==> src/rtl/food_ctrl.sv <==
// Food placement controller: draws LFSR candidates, checks them against the snake body
// store, and commits a free cell on the next frame tick. Optional macro: FOOD_RETRY_CAP_EN.
module food_ctrl (
   input  logic       clk,
   input  logic       reset,
   input  logic       frame_tick,
   input  logic       eat,
   output logic       occ_req,
   output logic [4:0] occ_h,
   output logic [4:0] occ_v,
   input  logic       occ_ack,
   input  logic       occ_hit,
   output logic [4:0] food_h,
   output logic [4:0] food_v,
   output logic       food_valid,
`ifdef FOOD_RETRY_CAP_EN
   output logic       food_fail,
`endif
   output logic       busy
);

   typedef enum logic [2:0] {IDLE, DRAW, QUERY, ARM, COMMIT} state_t;

   state_t     state_q, state_d;
   logic [9:0] lfsr_q, lfsr_d;
   logic       occ_req_q, occ_req_d;
   logic [4:0] occ_h_q, occ_h_d;
   logic [4:0] occ_v_q, occ_v_d;
   logic [4:0] food_h_q, food_h_d;
   logic [4:0] food_v_q, food_v_d;
   logic       food_valid_q, food_valid_d;
   logic       busy_q, busy_d;
   logic [4:0] cand_h, cand_v;
`ifdef FOOD_RETRY_CAP_EN
   logic [4:0] retry_q, retry_d;
   logic       fail_q, fail_d;
`endif

   // Rows 24..31 fold down onto 16..23 so every candidate lands on the 32x24 grid.
   assign cand_h = lfsr_q[4:0];
   assign cand_v = (lfsr_q[9:5] < 5'd24) ? lfsr_q[9:5] : (lfsr_q[9:5] - 5'd8);

   always_comb begin
      lfsr_d       = {lfsr_q[8:0], lfsr_q[9] ^ lfsr_q[6]};
      state_d      = state_q;
      occ_req_d    = occ_req_q;
      occ_h_d      = occ_h_q;
      occ_v_d      = occ_v_q;
      food_h_d     = food_h_q;
      food_v_d     = food_v_q;
      food_valid_d = food_valid_q;
`ifdef FOOD_RETRY_CAP_EN
      retry_d      = retry_q;
      fail_d       = fail_q;
`endif
      case (state_q)
         IDLE: begin
            if (eat) begin
               state_d      = DRAW;
               food_valid_d = 1'b0;
`ifdef FOOD_RETRY_CAP_EN
               retry_d      = 5'd0;
               fail_d       = 1'b0;
`endif
            end
         end
         DRAW: begin
            occ_h_d   = cand_h;
            occ_v_d   = cand_v;
            occ_req_d = 1'b1;
            state_d   = QUERY;
         end
         QUERY: begin
            if (occ_ack) begin
               occ_req_d = 1'b0;
               if (occ_hit) begin
`ifdef FOOD_RETRY_CAP_EN
                  retry_d = retry_q + 5'd1;
                  if (retry_q == 5'd31) begin
                     state_d      = IDLE;
                     food_valid_d = 1'b0;
                     fail_d       = 1'b1;
                  end else begin
                     state_d = DRAW;
                  end
`else
                  state_d = DRAW;
`endif
               end else begin
                  state_d = ARM;
               end
            end
         end
         ARM: begin
            // Food registers load on the transition so the cell shows one clk after the tick.
            if (frame_tick) begin
               state_d      = COMMIT;
               food_h_d     = occ_h_q;
               food_v_d     = occ_v_q;
               food_valid_d = 1'b1;
            end
         end
         COMMIT:  state_d = IDLE;
         default: state_d = DRAW;
      endcase
      busy_d = (state_d != IDLE);
   end

   always_ff @(posedge clk) begin
      if (reset) begin
         state_q      <= DRAW;
         lfsr_q       <= 10'h2A5;
         occ_req_q    <= 1'b0;
         occ_h_q      <= 5'd0;
         occ_v_q      <= 5'd0;
         food_h_q     <= 5'd0;
         food_v_q     <= 5'd0;
         food_valid_q <= 1'b0;
         busy_q       <= 1'b1;
`ifdef FOOD_RETRY_CAP_EN
         retry_q      <= 5'd0;
         fail_q       <= 1'b0;
`endif
      end else begin
         state_q      <= state_d;
         lfsr_q       <= lfsr_d;
         occ_req_q    <= occ_req_d;
         occ_h_q      <= occ_h_d;
         occ_v_q      <= occ_v_d;
         food_h_q     <= food_h_d;
         food_v_q     <= food_v_d;
         food_valid_q <= food_valid_d;
         busy_q       <= busy_d;
`ifdef FOOD_RETRY_CAP_EN
         retry_q      <= retry_d;
         fail_q       <= fail_d;
`endif
      end
   end

   assign occ_req    = occ_req_q;
   assign occ_h      = occ_h_q;
   assign occ_v      = occ_v_q;
   assign food_h     = food_h_q;
   assign food_v     = food_v_q;
   assign food_valid = food_valid_q;
   assign busy       = busy_q;
`ifdef FOOD_RETRY_CAP_EN
   assign food_fail  = fail_q;
`endif

endmodule

==> config.mk <==
export PLATFORM = sky130hd
export DESIGN_NAME = food_ctrl
export DESIGN_NICKNAME = d
export VERILOG_FILES = /design/src/rtl/food_ctrl.sv
export SDC_FILE = /design/constraint.sdc
export NUM_CORES = 1
export LEC_CHECK = 0
export ABC_AREA = 1
export ABC_CLOCK_PERIOD_IN_PS = 1200
export CAP_MARGIN = 15
export CELL_PAD_IN_SITES_DETAIL_PLACEMENT = 1
export CELL_PAD_IN_SITES_GLOBAL_PLACEMENT = 1
export CORE_ASPECT_RATIO = 0.7
export CORE_MARGIN = 2
export CORE_UTILIZATION = 43
export DETAILED_ROUTE_END_ITERATION = 16
export DONT_BUFFER_PORTS = 1
export PLACE_DENSITY_LB_ADDON = 0.1
export RECOVER_POWER = 50
export SLEW_MARGIN = 40
export SYNTH_ARGS = -nofsm -noshare
export SYNTH_HDL_FRONTEND = slang
export SYNTH_SLANG_ARGS = --single-unit
==> constraint.sdc <==
create_clock -name clk -period 1.2 [get_ports clk]
set_input_delay 0.24 -clock clk [delete_from_list [all_inputs] [get_ports clk]]
set_output_delay 0.24 -clock clk [all_outputs]
set_load 0.02 [all_outputs]
==> Implementation_results.wiki <==
{| class="wikitable"
! Metric !! Value
|-
| Number of DRC markers after the initial detailed-route iteration || 27
|-
| Mapped Cells || 151
|-
| WS Path Type || reg2reg
|-
| Final number of setup-violating endpoints || 0
|-
| Synth-to-layout area growth || 13.4%
|-
| Cell depth of the worst min-delay path || 1
|-
| Unique masters post-synth || 17
|-
| Capture endpoint of the worst hold path || occ_v[3]$_SDFFE_PP0P_
|-
| Buffers added on ports || 0
|-
| Buffers & Inverters on Critical Path || 4
|-
| Post-layout nets || between 150 and 200
|-
| Max-cap violations || 0
|-
| Post-detailed-placement half-perimeter wirelength || about 1.9 mm
|-
| Total nets after synthesis || roughly 160
|-
| Startpoint of the lowest-slack hold path || reset
|-
| Total wire length after detailed routing || 2.74 mm
|-
| Setup TNS after final layout || 0 ps
|-
| Clock transition at the registers of the reported paths || approximately 70 ps
|-
| Number of global-route vias before repair || around 980
|-
| Endpoint of the worst-slack reg-to-reg timing path || state_q[1]$_SDFF_PP0_
|-
| Detailed Routing Iterations Pass 1 || 4
|-
| Nature of the critical path endpoint || flop
|-
| Slew at the pin closest to its max-slew limit || approximately 360 ps
|-
| Global-route wire length before repair || about 4.4 mm
|-
| Top-level port count || 29
|-
| Antenna fix cells || 0
|-
| Library cell used as clock root buffer || sky130_fd_sc_hd__clkbuf_8
|-
| Area fraction of the dominant cell type after synthesis || 0.578
|-
| Setup Fix Bufs, Post-CTS || 0
|-
| Cell accounting for the most synthesized area || sky130_fd_sc_hd__dfxtp_1
|-
| Std-Cell Rows || 16
|-
| Clock tree buffer depth || 2
|-
| Cts hold-fix bufs || 0
|-
| F_max || roughly 850 MHz
|-
| Flip-flop and latch count after synthesis || 36
|-
| Die Footprint || roughly 0.0034 mm²
|-
| Number of buffers inserted during clock tree synthesis || 5
|-
| Number of slew-limit violations in the final report || 0
|-
| Grt total ovfl || 0
|-
| Global Route Usage Sum || 0.183
|-
| Area contributors post-synth || sky130_fd_sc_hd__dfxtp_1 (58%), sky130_fd_sc_hd__inv_1 (8.1%), sky130_fd_sc_hd__nand2_1 (8.1%)
|-
| Flop2flop setup slack || roughly 29 ps
|-
| VDD IR-drop max || 1.05 mV
|-
| Share of layout cells above drive strength 1 || 0.152
|-
| Most common cell type on the critical path || sky130_fd_sc_hd__inv_1
|-
| Worst Reg2Reg Path Length in Cells || 6
|-
| Startpoint of the worst-slack reg-to-reg timing path || state_q[2]$_SDFF_PP0_
|-
| Warning count from the yosys run || 0
|-
| Highest cell delay on the worst timing path || around 360 ps
|-
| Number of clock sinks seen by CTS || 36
|-
| Final Skew || ~7.9 ps
|-
| Cell type of the slowest stage on the worst timing path || sky130_fd_sc_hd__dfxtp_2
|-
| Final RePlAce weighted congestion || 0.865
|-
| Result of the run || finished clean
|-
| Static leakage || ~0.64 nW
|-
| Insertion delay of the later-clocked pin in the worst-skew pair || approximately 290 ps
|-
| Detail-routed net length per standard cell || between 10 and 15 µm
|-
| Final Util || 0.508
|-
| # H-tree levels || 2
|-
| Via count || 920
|-
| Die Span X || roughly 68 µm
|-
| Worst-path fanout max || 21
|-
| Largest delay contributor family on the critical path || buffers and inverters
|-
| Relative slew slack || 0.763
|-
| Total power draw || around 2.7 mW
|-
| Die outline height || 49.0 µm
|-
| DRC violations left || 0
|-
| Worst Hold Class || in2reg
|-
| Ratio of routed vias to standard cells || around 4.7
|-
| Syn_area_per_cell || 8.25 µm²
|-
| TritonCTS clock tree || yes
|-
| Ordered list of cells on the worst path || inv_1 -> nand2_1 -> buf_12 -> inv_1 -> o21ai_0 -> inv_1
|-
| Data required, critical path || 1370 ps
|-
| Starting density of the core || 0.448
|-
| Worst setup SP type || flop
|-
| WP data arrival || 1340 ps
|-
| Maximum number of pins on one net before global-route repair || 22
|-
| Number of antenna violations at the first check in global routing || 0
|-
| Ratio of total power to cell area || between 1500 and 2000 mW/mm²
|-
| Post-DRT Antenna Nets || 0
|-
| Dpl cell area || around 0.0013 mm²
|-
| Sequential fraction of the synthesis area || 0.578
|-
| Final-report hold violation count || 0
|-
| Cell Area, Synth || between 0.001 and 0.0015 mm²
|-
| Post-route minimum period || between 1000 and 1500 ps
|-
| Final cell area excluding filler cells || 0.00141 mm²
|-
| Final cycle utilization of the critical path || 0.975
|-
| Core area || 0.00278 mm²
|}
-- kinds of logic after synthesis --
family	share of synthesized area
flip-flops	0.578
buffers and inverters	0.107
AO/OA/AOI/OAI	0.131
AND/OR/NAND/NOR	0.184
-- report_power, final --
group / internal [mW] / switching [mW] / leakage, nW
clock network: 0.468 / 0.399 / 0.0455
registers: 1.31 / 0.156 / 0.298
logic: 0.123 / 0.207 / 0.299
-- worst max-delay path by stage --
stage | start | end | slack [ps] | depth (start not counted)
floorplan | state_q[1]$_SDFF_PP0_ | food_v[4]$_SDFFE_PP0P_ | 130 | 8
global placement | state_q[0]$_SDFF_PP1_ | food_v[0]$_SDFFE_PP0P_ | 110 | 7
detailed placement | state_q[0]$_SDFF_PP1_ | occ_v[3]$_SDFFE_PP0P_ | 30 | 7
CTS | state_q[2]$_SDFF_PP0_ | state_q[1]$_SDFF_PP0_ | 30 | 6
global route | state_q[2]$_SDFF_PP0_ | state_q[1]$_SDFF_PP0_ | -10 | 6
finish | state_q[2]$_SDFF_PP0_ | state_q[1]$_SDFF_PP0_ | 30 | 6
-- stage by stage --
stage                     hold slack, ps  setup slack, ps  std cells
after floorplan                      344              133        151
after global placement               312              108        186
after detailed placement             314             28.0        186
after CTS                           12.5             30.3        194
after global routing                3.38            -10.8        194
final                               10.6             29.5        194
-- Yosys cell counts, drive strengths merged --
cell	count
nand3	5
dfxtp	36
nand2	30
clkbuf	2
or2	3
a211oi	1
nor2	12
inv	28
buf	3
a21oi	11
o21ai	20
-- layer usage --
layer | routed length (µm) | up-vias | share of wire | track usage
li1 | - | 474 | - | -
met1 | 1330 | 416 | 0.49 | 0.238
met2 | 1220 | 23 | 0.44 | 0.275
met4 | 38 | 0 | 0.014 | 0.0700
met5 | 0 | - | 0 | 0
met3 | 154 | 7 | 0.056 | 0.0693
-- repair_timing --
item	CTS	global route
endpoints found under the hold margin	0	0
resized for setup	1	9
setup endpoints to repair	1	6
-- placed cells by master (no fill, tap or decap) --
cell type,instances
sky130_fd_sc_hd__o21ai_1,10
sky130_fd_sc_hd__nor2_4,2
sky130_fd_sc_hd__o21ai_0,10
sky130_fd_sc_hd__or2_2,3
sky130_fd_sc_hd__nand3_4,1
sky130_fd_sc_hd__nor2_2,2
sky130_fd_sc_hd__clkbuf_8,6
sky130_fd_sc_hd__dfxtp_2,1
sky130_fd_sc_hd__inv_2,1
sky130_fd_sc_hd__nand3_1,4
sky130_fd_sc_hd__nor2_1,8
sky130_fd_sc_hd__dfxtp_4,1
sky130_fd_sc_hd__nand2_2,3
sky130_fd_sc_hd__buf_12,1
sky130_fd_sc_hd__nand2_1,27
sky130_fd_sc_hd__clkbuf_1,3
sky130_fd_sc_hd__a21oi_2,1
sky130_fd_sc_hd__dfxtp_1,34
sky130_fd_sc_hd__buf_4,2
sky130_fd_sc_hd__inv_1,27
sky130_fd_sc_hd__a211oi_1,1
sky130_fd_sc_hd__a21oi_1,10
-- layout make-up --
type	count	area (µm²)
clock buffers	8	90.1
fillers	348	1370
inverters	28	105
multi-input cells	82	408
flip-flops and latches	36	726
well taps	36	45.0
repair buffers	4	38.8
-- registers in the layout (all words and copies together) (netlist names) --
| register | count |
|---|---|
| busy | 1 |
| food_h | 5 |
| food_v | 5 |
| food_valid | 1 |
| lfsr_q | 10 |
| occ_h | 5 |
| occ_req | 1 |
| occ_v | 5 |
| state_q | 3 |
-- worst reg2reg max path, cell delays in order, from the launching register on --
cell and delay [ps]:
sky130_fd_sc_hd__dfxtp_2 360, sky130_fd_sc_hd__inv_1 80, sky130_fd_sc_hd__nand2_1 130, sky130_fd_sc_hd__buf_12 170, sky130_fd_sc_hd__inv_1 70, sky130_fd_sc_hd__o21ai_0 180
sky130_fd_sc_hd__inv_1 70
(Power assumes the default switching activity.)
